**src/rtl/dpu_pe_pkg.sv**
```systemverilog
// Shared constants, types and arithmetic helpers for the dpu_pe systolic cell.
// Helpers work on the widest supported widths: DATA_W <= 32, ACC_W <= 64.
package dpu_pkg;

  localparam int DEF_DATA_W = 16;
  localparam int DEF_ACC_W  = 40;
  localparam int DEF_Y_LAT  = 2;

  localparam int MAX_DATA_W = 32;
  localparam int MAX_ACC_W  = 64;

  typedef logic signed [DEF_DATA_W-1:0] data_t;
  typedef logic signed [DEF_ACC_W-1:0]  acc_t;
  typedef logic signed [MAX_ACC_W-1:0]  wide_acc_t;

  typedef struct packed {
    logic      ovf;
    wide_acc_t val;
  } sat_res_t;

  // Full-precision signed product, sign-extended to the widest accumulator.
  function automatic wide_acc_t sext_prod(input logic signed [MAX_DATA_W-1:0] w,
                                          input logic signed [MAX_DATA_W-1:0] x);
    return wide_acc_t'(w) * wide_acc_t'(x);
  endfunction

  // Clamp a one-bit-wider sum into the signed acc_w range and flag the clamp.
  function automatic sat_res_t sat_acc(input logic signed [MAX_ACC_W:0] sum,
                                       input int acc_w);
    logic signed [MAX_ACC_W:0] hi;
    logic signed [MAX_ACC_W:0] lo;
    sat_res_t r;
    hi = ((MAX_ACC_W+1)'(1) <<< (acc_w - 1)) - (MAX_ACC_W+1)'(1);
    lo = -hi - (MAX_ACC_W+1)'(1);
    r.ovf = 1'b0;
    r.val = wide_acc_t'(sum);
    if (sum > hi) begin
      r.val = wide_acc_t'(hi);
      r.ovf = 1'b1;
    end else if (sum < lo) begin
      r.val = wide_acc_t'(lo);
      r.ovf = 1'b1;
    end
    return r;
  endfunction

endpackage

```
**src/rtl/dpu_pe_if.sv**
```systemverilog
// Bundle of the dpu_pe weight-load, activation (x) and partial-sum (y) streams.
// Streams are valid-only: a slot advances on every clk edge with en=1; en is the sole backpressure.
interface dpu_pe_if #(
  parameter int DATA_W = 16,
  parameter int ACC_W  = 40
);
  logic                     en;
  logic                     w_ld;
  logic signed [DATA_W-1:0] w_in;
  logic                     w_swap;
  logic signed [DATA_W-1:0] wout;
  logic signed [DATA_W-1:0] xin;
  logic                     xin_vld;
  logic signed [DATA_W-1:0] xout;
  logic                     xout_vld;
  logic signed [ACC_W-1:0]  yin;
  logic                     yin_vld;
  logic signed [ACC_W-1:0]  yout;
  logic                     yout_vld;
  logic                     ovf;

  modport master (
    output en, w_ld, w_in, w_swap, xin, xin_vld, yin, yin_vld,
    input  wout, xout, xout_vld, yout, yout_vld, ovf
  );

  modport slave (
    input  en, w_ld, w_in, w_swap, xin, xin_vld, yin, yin_vld,
    output wout, xout, xout_vld, yout, yout_vld, ovf
  );
endinterface

```
**src/rtl/dpu_pe_dly.sv**
```systemverilog
// dpu_dly: W-bit x DEPTH-stage delay line with enable and synchronous clear.
// DEPTH = 0 degenerates to a combinational passthrough.
module dpu_dly #(
  parameter int W     = 1,
  parameter int DEPTH = 1
) (
  input  logic         clk,
  input  logic         rst,
  input  logic         en,
  input  logic [W-1:0] i_d,
  output logic [W-1:0] o_q
);

  if (DEPTH == 0) begin : g_pass
    logic w_unused;
    assign w_unused = &{1'b0, clk, rst, en};
    assign o_q = i_d;
  end else begin : g_pipe
    logic [W-1:0] r_pipe [DEPTH];

    always_ff @(posedge clk) begin
      if (rst) begin
        for (int i = 0; i < DEPTH; i++) r_pipe[i] <= '0;
      end else if (en) begin
        r_pipe[0] <= i_d;
        for (int i = 1; i < DEPTH; i++) r_pipe[i] <= r_pipe[i-1];
      end
    end

    assign o_q = r_pipe[DEPTH-1];
  end

endmodule

```
**src/rtl/dpu_pe.sv**
```systemverilog
// dpu_pe: systolic multiply-accumulate cell with double-buffered weight and valid tracking.
// Optional feature macro DPU_PE_SAT_EN: saturating accumulate with overflow flag (default: wrap, ovf=0).
module dpu_pe
  import dpu_pkg::*;
#(
  parameter int DATA_W = DEF_DATA_W,
  parameter int ACC_W  = DEF_ACC_W,
  parameter int Y_LAT  = DEF_Y_LAT
) (
  input logic     clk,
  input logic     rst,
  dpu_pe_if.slave pe
);

  logic signed [DATA_W-1:0] r_w_sh;
  logic signed [DATA_W-1:0] r_w_act;
  logic signed [DATA_W-1:0] r_x_z1;
  logic                     r_xv_z1;
  logic signed [ACC_W-1:0]  r_y1;
  logic                     r_yv1;
  logic                     r_ovf1;

  logic signed [ACC_W-1:0]  w_prod;
  logic signed [ACC_W:0]    w_sum;
  logic signed [ACC_W-1:0]  w_y;
  logic                     w_ovf;
  logic [ACC_W+1:0]         w_dly_q;

  // Weights ignore en so a new set can be shifted in while the array is stalled.
  always_ff @(posedge clk) begin
    if (rst) begin
      r_w_sh  <= '0;
      r_w_act <= '0;
    end else begin
      if (pe.w_ld)   r_w_sh  <= pe.w_in;
      if (pe.w_swap) r_w_act <= r_w_sh;
    end
  end

  assign w_prod = ACC_W'(sext_prod(MAX_DATA_W'(r_w_act), MAX_DATA_W'(r_x_z1)));
  assign w_sum  = (ACC_W+1)'(w_prod) + (ACC_W+1)'(pe.yin);

`ifdef DPU_PE_SAT_EN
  sat_res_t w_sat;
  assign w_sat = sat_acc((MAX_ACC_W+1)'(w_sum), ACC_W);
  assign w_y   = ACC_W'(w_sat.val);
  assign w_ovf = w_sat.ovf;
`else
  assign w_y   = ACC_W'(w_sum);
  assign w_ovf = 1'b0;
`endif

  always_ff @(posedge clk) begin
    if (rst) begin
      r_x_z1  <= '0;
      r_xv_z1 <= 1'b0;
      r_y1    <= '0;
      r_yv1   <= 1'b0;
      r_ovf1  <= 1'b0;
    end else if (pe.en) begin
      r_x_z1  <= pe.xin;
      r_xv_z1 <= pe.xin_vld;
      r_y1    <= w_y;
      r_yv1   <= r_xv_z1 & pe.yin_vld;
      r_ovf1  <= w_ovf;
    end
  end

  // Sum, valid and ovf travel together so they stay aligned for any Y_LAT.
  dpu_dly #(
    .W     (ACC_W + 2),
    .DEPTH (Y_LAT - 1)
  ) u_ydly (
    .clk (clk),
    .rst (rst),
    .en  (pe.en),
    .i_d ({r_ovf1, r_yv1, r_y1}),
    .o_q (w_dly_q)
  );

  assign pe.yout     = w_dly_q[ACC_W-1:0];
  assign pe.yout_vld = w_dly_q[ACC_W];
  assign pe.ovf      = w_dly_q[ACC_W+1];
  assign pe.xout     = r_x_z1;
  assign pe.xout_vld = r_xv_z1;
  assign pe.wout     = r_w_sh;

endmodule

```
**src/flat_wrapper.sv**
```systemverilog
// flat-port wrapper written by rule: the top's interface ports become plain ports
module dpu_pe_flat import dpu_pkg::*;
#(
  parameter int DATA_W = DEF_DATA_W,
  parameter int ACC_W  = DEF_ACC_W,
  parameter int Y_LAT  = DEF_Y_LAT
)
  (clk, rst, pe_en, pe_w_ld, pe_w_in, pe_w_swap, pe_xin, pe_xin_vld, pe_yin, pe_yin_vld, pe_wout, pe_xout, pe_xout_vld, pe_yout, pe_yout_vld, pe_ovf);
  dpu_pe_if #(.DATA_W(DATA_W), .ACC_W(ACC_W)) pe_i ();
  input logic clk;
  input logic rst;
  input wire logic [$bits(pe_i.en)-1:0] pe_en;
  input wire logic [$bits(pe_i.w_ld)-1:0] pe_w_ld;
  input wire logic [$bits(pe_i.w_in)-1:0] pe_w_in;
  input wire logic [$bits(pe_i.w_swap)-1:0] pe_w_swap;
  input wire logic [$bits(pe_i.xin)-1:0] pe_xin;
  input wire logic [$bits(pe_i.xin_vld)-1:0] pe_xin_vld;
  input wire logic [$bits(pe_i.yin)-1:0] pe_yin;
  input wire logic [$bits(pe_i.yin_vld)-1:0] pe_yin_vld;
  output wire logic [$bits(pe_i.wout)-1:0] pe_wout;
  output wire logic [$bits(pe_i.xout)-1:0] pe_xout;
  output wire logic [$bits(pe_i.xout_vld)-1:0] pe_xout_vld;
  output wire logic [$bits(pe_i.yout)-1:0] pe_yout;
  output wire logic [$bits(pe_i.yout_vld)-1:0] pe_yout_vld;
  output wire logic [$bits(pe_i.ovf)-1:0] pe_ovf;
  assign pe_i.en = pe_en;
  assign pe_i.w_ld = pe_w_ld;
  assign pe_i.w_in = pe_w_in;
  assign pe_i.w_swap = pe_w_swap;
  assign pe_i.xin = pe_xin;
  assign pe_i.xin_vld = pe_xin_vld;
  assign pe_i.yin = pe_yin;
  assign pe_i.yin_vld = pe_yin_vld;
  assign pe_wout = pe_i.wout;
  assign pe_xout = pe_i.xout;
  assign pe_xout_vld = pe_i.xout_vld;
  assign pe_yout = pe_i.yout;
  assign pe_yout_vld = pe_i.yout_vld;
  assign pe_ovf = pe_i.ovf;
  dpu_pe #(.DATA_W(DATA_W), .ACC_W(ACC_W), .Y_LAT(Y_LAT)) u_core (.clk(clk), .rst(rst), .pe(pe_i));
endmodule
```
**config.mk**
```make
export PLATFORM = sky130hd
export DESIGN_NAME = dpu_pe_flat
export DESIGN_NICKNAME = d
export VERILOG_FILES = /design/src/rtl/dpu_pe_pkg.sv /design/src/rtl/dpu_pe_if.sv /design/src/rtl/dpu_pe_dly.sv /design/src/rtl/dpu_pe.sv /design/src/flat_wrapper.sv
export SDC_FILE = /design/constraint.sdc
export NUM_CORES = 1
export LEC_CHECK = 0
export CORE_MARGIN = 2
export CORE_UTILIZATION = 60
export CTS_BUF_LIST = sky130_fd_sc_hd__clkbuf_2 sky130_fd_sc_hd__clkbuf_4 sky130_fd_sc_hd__clkbuf_8
export CTS_CLUSTER_DIAMETER = 150
export DETAILED_ROUTE_END_ITERATION = 8
export PLACE_DENSITY = 0.94
export RECOVER_POWER = 50
export REMOVE_ABC_BUFFERS = 1
export SLEW_MARGIN = 20
export SYNTH_ARGS = -nofsm -noshare
export SYNTH_HDL_FRONTEND = slang
export SYNTH_SLANG_ARGS = --single-unit
export TNS_END_PERCENT = 1
```
**constraint.sdc**
```tcl
create_clock -name clk -period 7.6 [get_ports clk]
set_clock_uncertainty 0.05 [all_clocks]
set_input_delay 1.52 -clock clk [delete_from_list [all_inputs] [get_ports clk]]
set_output_delay 1.52 -clock clk [all_outputs]
set_load 0.05 [all_outputs]
```
=== Word-level counts from Yosys, hierarchy flattened ===
Memory sizes are Yosys's and may differ from the RTL's.
Cells that the tools add are included.

* Bits of input ports: 79
* Output and inout port bits: 75
* Bits in registers: 90
* RAM bits: 41
* Logic and storage cells: 18
* Memories kept: 1

* Multipliers: 1
* Add/subtract/negate cells: 1
* Reductions and logical operators: 1
* Bitwise logic cells: 1
* Muxes and demuxes: 7

{| class="wikitable"
|+ Memories
! name !! depth !! width !! rd ports !! clocked after Yosys merged registers in !! write ports !! line !! text
|-
| u_core.u_ydly.g_pipe.r_pipe || 1 || 41 || 1 || 0 || 1 || dpu_pe_dly.sv:19 || <nowiki>logic [W-1:0] r_pipe [DEPTH];</nowiki>
|}

{| class="wikitable"
|+ Operators by type and width
! operator !! count
|-
| $mux 41 || 1
|-
| $reduce_or 41->1 || 1
|-
| $add 32x40->40 || 1
|-
| $mul 16x16->32 || 1
|-
| $mux 1 || 6
|-
| $and 1x1->1 || 1
|}

=== Depth between registers and ports, before layout ===
* Depth after elaboration: 5
* Gate-level depth with buffers: 23
* Mapped depth without buffers: 22

=== Cells and area by module ===
A second synthesis with hierarchy kept.

* Cell total of the unflattened synthesis: 1,732
* Area, all modules: 17,192.7 um2

{| class="wikitable"
|+ Modules (own cells, without submodules)
! module !! cells each !! times used !! area each (um2) !! sequential area each (um2)
|-
| dpu_pe || 1,639 || 1 || 15,517.4 || 1,801.7
|-
| dpu_dly || 93 || 1 || 1,675.4 || 1,261.2
|}

=== Worst setup path after synthesis ===
No wires, ideal clock.

* Path kind: register -> register
* Start: register u_core.r_x_z1[1] (netlist: u_core.pe.xout[1])
* End: register u_core.r_y1[35]
* Setup time: 117 ps
* Period minus slack after synthesis: 6,986 ps
* Arrival: 6,818 ps
* Path buffers: 2
* Path slack: 614 ps
* Required time: 7,433 ps
* Stages on the path, launching flop included: 23
* Cell sequence: dfxtp_1 clkbuf_1 nand2_1 inv_1 fa_1 inv_1 fa_1 inv_1 fa_1 inv_1 fa_1 inv_1 fa_1 inv_1 fa_1 inv_1 ha_1 and3_1 and2_2 dlygate4sd3_1 o2111a_1 or4_1 a32o_1

* Longest elaborated chain between the ends: 2

{| class="wikitable"
|+ Ends and longest elaborated chain
! what !! line !! text
|-
| start: declaration || dpu_pe.sv:17 || <nowiki>logic signed [DATA_W-1:0] r_x_z1;</nowiki>
|-
| start signal: assignment || dpu_pe.sv:61 || <nowiki>r_x_z1 <= pe.xin;</nowiki>
|-
| $mul 16x16->32 || dpu_pe_pkg.sv:24 || <nowiki>return wide_acc_t'(w) * wide_acc_t'(x);</nowiki>
|-
| $add 32x40->40 || dpu_pe.sv:41 || <nowiki>assign w_sum = (ACC_W+1)'(w_prod) + (ACC_W+1)'(pe.yin);</nowiki>
|-
| end signal: assignment || dpu_pe.sv:63 || <nowiki>r_y1 <= w_y;</nowiki>
|-
| end: declaration || dpu_pe.sv:19 || <nowiki>logic signed [ACC_W-1:0] r_y1;</nowiki>
|}

No other way between the ends.
A chain may end at the register's enable or synchronous reset.

=== Worst setup path in the final report ===
* Start: register u_core.r_x_z1[2] (netlist: u_core.pe.xout[2])
* End: register u_core.r_y1[35]

Same word-level chain as after synthesis.

==> out/summary.md <==
The multiplexer fraction of the synthesized cell area is 0.03385, and the relative area change from synthesis to final layout is 12.60%. The run gives 0 as the number of antenna-violating nets in the routed design. Root buffer cell: clkbuf_8. For the part of the Yosys area used for sequential elements, the log shows 0.1768. By startpoint and endpoint, the worst setup path is classified as flop to flop. Once layout is complete, the cells apart from fillers number 2,256. Before antenna repair, the detailed router went through 5 iterations. Standard cell with the maximum stage delay on the critical path: dfxtp_1. The relative contribution of sequential cells to total power was 0.328; the H-tree depth was 4.

The critical path goes through nand2_1 -> inv_1 -> fa_2 -> inv_1 -> fa_1 -> inv_1 -> fa_1 -> inv_1 -> fa_1 -> inv_1 -> fa_1 -> fa_1 -> ha_1 -> a21o_1 -> a21o_1 -> a21o_1 -> a21oi_1 -> and2b_2 -> or4_1 -> a32o_1. The area fraction of the dominant cell type after synthesis was 0.3852; the post-synth design cell area was 17,150 um2. On the critical path the largest part of the delay comes from adder cells. In this run, placement finished with an instance count of 2,224. After detailed routing, the number of remaining DRC violations is 0.

The detail-routed net length per standard cell works out to 19.39 um. The routed layout has 12.95k vias. The HPWL reported at the end of detailed placement is 33.71 mm, and the final-report max-slew violation count is 159. The analysis attributes to net switching a power of 1.126 mW. The logic gate share of total power is 0.426. After filler insertion, the fill cell instance count of the layout stands at 2,023. After synthesis, the mean cell area works out to 9.790 um2. The switching part of the total power is 0.4230, and the final count of hold timing violations is 0.

The number of placement rows is 61. The clock slew at the register clock pins of the worst setup and hold paths is 110 ps, and the global placement routability congestion is 0.9234. In this run the power density over the cells is 137.9 nW/um2. The xor and xnor fraction of the mapped netlist area is 0.01072, and the clock latency reported for the late side of the worst-skew pair is 480 ps. The worst setup path is captured at a flop.

The worst-case IR drop observed on VDD is 0.1190 mV. The post-CTS setup repair buffer count came out at 0. The async set or reset register ratio after synthesis was 0. The run gives -1.476 as the normalized max-slew margin. Buffers plus inverters on the worst setup path: 5. The fraction of final layout cells with drive strength greater than 1 works out to 0.03248. The run gives 0 as the number of warnings issued by yosys. The flow ran to the end, but the final reports show violations.

The via count of the first global-routing pass is 14.39k, and the data required time at the worst endpoint is 7920 ps. By area, the combinational part of the netlist is dominated by adder cells. The detailed router finished its first iteration with 907 violations. The final total power is 2.662 mW. The simple-gate portion of the synthesized area was 0.1425.

Slew of the pin with the lowest slew margin: 3713 ps. STA puts the critical path data arrival time at 7410 ps. The die width was 173.1 um.

Across the run, the number of max-cap violations was 3. The floorplan step defined a core boundary enclosing 27,930 um2. The number of antenna diodes in the final layout is 0.

The run gives 29,960 um2 as the area enclosed by the die boundary. The maximum fanout count along the critical path came out at 18. The cell taking the most area after synthesis is fa_1. The dominant cell by count in the synthesized netlist is inv_1. The initial core utilization came out at 0.6140.

The run gives 2 as the clock tree buffer depth. The tools report the leakage power as 9.579 nW. The clock network fraction of total power is 0.245.

Post-synthesis adder-cell area fraction: 0.4691. Setup violations remaining at the end of the flow were counted as 0. The tools report the largest net degree at the start of global routing as 77.

Global routing finished with a remaining overflow of 0. The delay of the slowest cell on the worst path is 780 ps. The number of antenna violations at the first check in global routing came out at 0. By count the netlist is led by 374 x inv_1, 330 x fa_1, 166 x nand2_1.

Setup repair after global routing left no endpoint under its margin. The aggregate routed wire length came out at 43.76 mm. The tools report the CTS buffer count as 17. The total routing resource utilization after global routing came out at 0.2964. In this run, synthesis inferred 41 flip-flops with an integrated enable. The first-pass GRT wire length was 70.29 mm; the number of library cell types mapped by synthesis was 77. During I/O placement, the number of pins put on the boundary was 154. The fraction of the mapped netlist area in compound gates works out to 0.06675. The die outline height works out to 173.1 um.

The internal portion of total power is 1.536 mW, and the hold buffer count at cts is 0. Prevailing post-synth register cell: dfxtp_1. Flop and latch count out of synthesis: 131. The fmax was 0.1411 GHz.

Number of sinks driven by the clock tree: 131. TritonCTS built the clock tree. By area the synthesized netlist is led by fa_1 39%, dfxtp_1 11%, ha_1 8.4%.

The post-synthesis cell count was 1,752; the minimum clock period was 7087 ps. The number of gates resized after CTS was 0. The checks that failed: capacitance limit, slew limit. The via-per-instance ratio was 5.738. The min-delay analysis places its worst path in the category flop to flop. For the final routed database, the setup TNS stands at 0 ps.

After the last flow step, the layout net total stands at 2,389. The count of buffers from port buffering was 152; the share of the cycle needed by the critical path after routing was 0.9325. The worst setup path is launched from a flop.
-- logic make-up after synthesis --
logic type               after synthesis
buffers and inverters                444
flip-flops                           131
multiplexers                          58
other                                  1
XOR/XNOR                              21
AND/OR/NAND/NOR                      491
AO/OA/AOI/OAI                        161
adder cells (fa/ha/maj)              445
-- per-stage QoR --
stage | hold slack, ps | setup slack (ps) | cell area (um2) | util
CTS | 410.0 | 569.2 | 19330 | 0.6919
detailed placement | 389.2 | 567.3 | 18920 | 0.6771
finish | 408.1 | 513.2 | 19310 | 0.6913
floorplan | 366.6 | 960.5 | 16840 | -
global placement | 382.4 | 621.8 | 18920 | 0.6771
global route | 431.1 | 158.9 | 19310 | 0.6913
-- per-layer routing --
metal	GRT usage	part of all wire	vias up
li1	-	-	5596
met1	0.3424	0.36	6544
met2	0.5282	0.52	615
met3	0.04947	0.061	190
met4	0.1571	0.053	0
met5	0	0	-
-- power groups by stage --
stage / sequential (mW) / combinational (mW) / clock [mW]
floorplan: 0.956 / 0.680 / 0
global placement: 0.881 / 1.08 / 0
detailed placement: 0.884 / 1.12 / 0
CTS: 0.870 / 1.13 / 0.655
global route: 0.880 / 1.25 / 0.683
finish: 0.874 / 1.14 / 0.653
-- sequential cells by signal, indices dropped and copies added (netlist names) --
register,cells
u_core.pe.wout,16
u_core.pe.xout,16
u_core.pe.xout_vld,1
u_core.r_w_act,16
u_core.r_y1,40
u_core.r_yv1,1
u_core.u_ydly.g_pipe.r_pipe,41
-- layout make-up --
type | instances | area (um2) | share of cell area
clock buffers | 17 | 234.0 | 0.01212
clock inverters | 15 | 178.9 | 0.009265
inverters | 374 | 1404 | 0.07269
multi-input cells | 1177 | 12400 | 0.6423
flip-flops and latches | 131 | 3033 | 0.1570
well taps | 378 | 473.0 | 0.02449
repair buffers | 164 | 1585 | 0.08209
-- worst min-delay path: cells and delay by family, from the launching register on --
| family | cells | cell delay (ps) |
|---|---|---|
| DFF | 1 | 330 |
| and+or+nand+nor | 1 | 40 |
| AOI/OAI and AO/OA | 1 | 60 |
-- path summary, 6_finish.rpt --
kind                                         from         endpoint  cells past startpoint  slack, ps
worst min-delay path              u_core.r_y1[10]  u_core.r_y1[10]                      2        410
worst min register to register    u_core.r_y1[10]  u_core.r_y1[10]                      2        410
worst max register to register  u_core.pe.xout[2]  u_core.r_y1[35]                     20        510
worst max-delay path            u_core.pe.xout[2]  u_core.r_y1[35]                     20        510
-- cells in the final DEF, fill, tap and decap left out, drive strengths merged, types with 41 or more instances in the layout --
cell	Yosys	routed
nand2	166	166
and2	158	158
clkdlybuf4s50	1	150
inv	374	383
fa	330	330
nor2	97	97
mux2i	58	58
edfxtp	41	41
ha	115	115
dfxtp	90	90
Power figures use the tool's default switching activity.
==> patch 1: new RTL, config.mk and constraints unchanged <==
Put a register stage on the output `pe.ovf`, without a reset. The value now appears one clock later.
--- a/src/rtl/dpu_pe.sv
+++ b/src/rtl/dpu_pe.sv
@@ -80,7 +80,9 @@
 
   assign pe.yout     = w_dly_q[ACC_W-1:0];
   assign pe.yout_vld = w_dly_q[ACC_W];
-  assign pe.ovf      = w_dly_q[ACC_W+1];
+  always_ff @(posedge clk) begin
+    pe.ovf <= w_dly_q[ACC_W+1];
+  end
   assign pe.xout     = r_x_z1;
   assign pe.xout_vld = r_xv_z1;
   assign pe.wout     = r_w_sh;
Behaviour: no difference found for any inputs over 4 cycles, from zero or initial values and one cycle with rst high; that may be too few to reach the edited logic, so the function may still have changed.
==> patch 1 against the unedited design <==
The run still ends with max-capacitance violations, max-slew violations left. Setup slack improved by 0.032 ns. Cell area shrank 0.15%. Total power is 2.0% lower. Non-clock buffer count grew 8. Synthesized cell count is 0.23% higher. Hold slack gained 0.0074 ns. Sequential cell count stayed put. Wire length is 5.1% lower. Final cell count grew 0.44%. Global-route usage is 0.83 points lower. Synthesized area is 0.46% lower. Critical path type unchanged. Largest power group unchanged. Highest routed layer unchanged.
==> patch 1: results (changes against the unedited design) <==
cts:
  clkLatencyLatePin_ns: 0.48  # about the same
routing:
  met2WireLength_um: 21200  # was 22900 um
  drt_wl_total_um: 41500  # was 43800 um
  wl_met1_um: 15500  # was 15900 um
  drtIter0Drc: 898  # was 907
  via_count: 12800  # was 12900
  route.met3.wl_um: 2810  # was 2650 um
  dr.pass1.iters: 6  # was 5
final_layout:
  final_nets: 2399  # was 2389
  area_growth_pct: 12.9  # was 12.6%
  layout.cells.non_filler: 2266  # was 2256
  fill_cells: 2020  # was 2023
  seq_area_um2: 3030  # unchanged
  buf_share_pct: 8.55  # was 8.21%
  multi_input_gates: 1179  # was 1177
  seq_cell_count: 131  # unchanged
placement:
  gp_congestion: 0.922  # was 0.923
  dp_hpwl_um: 33300  # was 33700 um
  dp.cells: 2234  # was 2224
  dpl-instance-area_um2: 18900  # about the same
worst_setup_path:
  r2r_slack_ns: 0.54  # was 0.51 ns
  reg2reg_depth: 22  # was 20
  rr_endpoint: "u_core.r_y1[36]"  # was u_core.r_y1[35]
  cp_slowest_stage_delay_ns: 0.80  # was 0.78 ns
flow_run:
  cap_violations: 3  # unchanged
global_route:
  grtUsageMet2_pct: 49.9  # was 52.8%
  grtUsageTotal_pct: 28.8  # was 29.6%
  grt_max_degree: 75  # was 77
  grtUsageMet1_pct: 34.9  # was 34.2%
  gr-usage-met3_pct: 5.26  # was 4.95%
synth:
  synth.top_cells.by_count: "inv_1, fa_1, nand2_1, and2_1, ha_1"  # unchanged
  yosysSeqAreaShare_pct: 17.8  # was 17.7%
  ys_top_cells_by_area: "fa_1, dfxtp_1, ha_1, inv_1, edfxtp_1"  # unchanged
  synthCells: 1756  # was 1752
hold_path:
  hold_end: "u_core.r_y1[28]"  # was u_core.r_y1[10]
  worstHoldStart: "u_core.r_y1[28]"  # was u_core.r_y1[10]
power_and_ir_drop:
  p_int_mw: 1.50  # was 1.54 mW
  vdd_drop_max_v: 0.000127  # was 0.000119 V
  p_leak_nw: 9.67  # was 9.58 nW
outcome:
  violations: "max-capacitance violations, max-slew violations"  # unchanged
  status: "finished with violations"  # unchanged
timing:
  slew_viol_final: 138  # was 159
  slew_headroom_pct: -111  # was -148%
==> patch 1: changes by cell type in the layout (fill, tap and decap cells not counted), moves of 6 or more <==
cell	before	now
a31oi_1	2	8
and2_0	28	0
and2_1	128	119
and3_1	4	45
buf_4	8	17
or3_1	11	5
xnor2_1	10	16
==> patch 1: worst max path at each step <==
stage / from / to / slack, ns / depth (start not counted)
2_1_floorplan: u_core.pe.xout[1] / u_core.r_y1[36] / 0.91 / 21
3_3_place_gp: pe_yin[15] / u_core.r_y1[36] / 0.71 / 19
3_5_place_dp: pe_yin[15] / u_core.r_y1[25] / 0.56 / 19
4_1_cts: u_core.pe.xout[2] / u_core.r_y1[36] / 0.59 / 21
5_1_grt: u_core.pe.xout[2] / u_core.r_y1[37] / 0.20 / 20
6_report: u_core.pe.xout[2] / u_core.r_y1[36] / 0.54 / 22
==> patch 1: power groups by stage <==
stage | sequential, mW | clock, mW | combinational [mW]
after floorplan | 0.959 | 0 | 0.670
after global placement | 0.876 | 0 | 1.06
after detailed placement | 0.880 | 0 | 1.10
after CTS | 0.864 | 0.637 | 1.11
after global routing | 0.874 | 0.662 | 1.23
final | 0.868 | 0.635 | 1.11
==> patch 1: cells by family after synthesis <==
group           after synthesis  share of synthesized area [%]
compound gates              158                           6.32
xor+xnor                     22                           1.13
fa+ha+maj                   445                           47.1
buf+inv                     446                           9.98
flops                       131                           17.8
mux                          57                           3.34
other cells                   1                         0.0220
simple gates                496                           14.3
==> patch 1: per-stage QoR <==
stage          hold WS, ns  setup WS, ns
2_1_floorplan        0.367         0.913
5_1_grt              0.433         0.195
4_1_cts              0.411         0.592
3_5_place_dp         0.390         0.556
6_report             0.416         0.545
3_3_place_gp         0.383         0.711
==> patch 2: new RTL, same flow settings <==
Without the edit above. The option `DPU_PE_SAT_EN` is turned on by a define.
--- a/src/rtl/dpu_pe.sv
+++ b/src/rtl/dpu_pe.sv
@@ -1,5 +1,7 @@
 // dpu_pe: systolic multiply-accumulate cell with double-buffered weight and valid tracking.
 // Optional feature macro DPU_PE_SAT_EN: saturating accumulate with overflow flag (default: wrap, ovf=0).
+`define DPU_PE_SAT_EN
+
 module dpu_pe
   import dpu_pkg::*;
 #(
Formal check against the unedited RTL: same outputs for any inputs over 4 cycles, from zero or initial values and one cycle with rst high; that may be too few to reach the edited logic, so the function may still have changed.
==> patch 2 against the unedited design <==
Via count grew 2.5%. Wire length is 3.1% higher. Total power rose by 16%. Highest routed layer unchanged. Sequential share of layout area shrank 0.35 points. Sequential cell count is 2 higher. Setup slack got worse by 0.17 ns. Hold slack gained 0.010 ns. Cell area grew 4.1%. Critical endpoint is now u_core.r_y1[27]. Largest power group unchanged. Synthesized area up 2.7%. Fmax fell by 2.4%.
==> patch 2: results (changes against the unedited design) <==
outcome:
  status: "finished, final reports clean"  # was finished with violations
routing:
  post_drt_via_cell_ratio: 5.66  # was 5.74
  wl_met1_um: 16300  # was 15900 um
  met2WireLength_um: 22900  # about the same
  post_drt_wl_per_cell_um: 19.2  # was 19.4 um
  drtIter0Drc: 1028  # was 907
timing:
  holdWs_ns: 0.419  # was 0.408 ns
  worst_pin_slew_ns: 1.24  # was 3.71 ns
placement:
  io_buffers: 153  # was 152
  gp_congestion: 0.929  # was 0.923
  dp_hpwl_um: 36100  # was 33700 um
power_and_ir_drop:
  p_leak_nw: 10.1  # was 9.58 nW
worst_setup_path:
  critPathArrivalTime_ns: 7.59  # was 7.41 ns
  r2r_slack_ns: 0.34  # was 0.51 ns
  crit_fanout: 12  # was 18
  rr_endpoint: "u_core.r_y1[27]"  # was u_core.r_y1[35]
hold_path:
  hold_end: "u_core.r_yv1"  # was u_core.r_y1[10]
  worstHoldStart: "u_core.r_yv1"  # was u_core.r_y1[10]
synth:
  yosysSeqAreaShare_pct: 17.5  # was 17.7%
  yosysUniqueCellTypes: 63  # was 77
  ys_top_cells_by_area: "fa_1, dfxtp_1, inv_1, ha_1, edfxtp_1"  # was fa_1, dfxtp_1, ha_1, inv_1, edfxtp_1
  synth.top_cells.by_count: "inv_1, fa_1, and2_1, nand2_1, ha_1"  # was inv_1, fa_1, nand2_1, and2_1, ha_1
  synth_edf_count: 42  # was 41
global_route:
  grt_pass1_wl_um: 74100  # was 70300 um
  grtUsageTotal_pct: 31.1  # was 29.6%
cts:
  clk_pin_slew_ns: 0.09  # was 0.11 ns
patch 2: area by class of cell:
cell class / instances / area (um2)
multi-input cells: 1179 / 12600
fillers: 2038 / 8670
flip-flops and latches: 133 / 3090
repair buffers: 200 / 1900
inverters: 416 / 1560
well taps: 384 / 480
clock buffers: 17 / 234
clock inverters: 15 / 196
patch 2: through the flow:
stage	power [mW]	utilization, %	std cells
CTS	3.08	69.9	2344
floorplan	1.92	-	1728
finish	3.08	69.9	2344
global placement	2.35	68.4	2312
global route	3.27	69.9	2344
detailed placement	2.42	68.4	2312
patch 2: kinds of logic after synthesis:
group / count (synthesis) / share of synthesized area (%)
simple gates: 459 / 12.9
buf+inv: 492 / 10.8
fa+ha+maj: 453 / 46.4
compound gates: 177 / 7.56
mux: 50 / 2.85
flops: 133 / 17.5
xor+xnor: 40 / 1.99
patch 2: worst max-delay path: stages (launching register included):
cell and delay [ns]:
dfxtp_1 0.68, nand2_1 0.14, fa_1 0.50, inv_1 0.07, fa_1 0.45, inv_1 0.26
fa_1 0.62, fa_2 0.64, inv_1 0.11, fa_1 0.49, inv_1 0.04, fa_1 0.47
inv_1 0.04, ha_1 0.33, and3_1 0.25, nand3_1 0.10, o211ai_1 0.15, a21o_1 0.28
a21o_1 0.19, o31ai_1 0.36, buf_4 0.18, o311ai_2 0.13, maj3_1 0.39, a211oi_1 0.25
patch 2: timing repair:
action,CTS,global route
endpoints found under the setup margin,0,39
resized for setup,0,5
hold buffers,0,0
setup buffers,0,0
patch 2: report_power, final:
part	switching (mW)	internal, mW
clock network	0.349	0.313
logic	0.869	0.596
registers	0.0959	0.856
total	1.31	1.77
patch 2: routing by layer:
metal / global-route usage (%) / vias up
li1: - / 5813
met2: 55.3 / 635
met5: 0 / -
met4: 15.7 / 0
met1: 36.3 / 6636
met3: 5.17 / 180
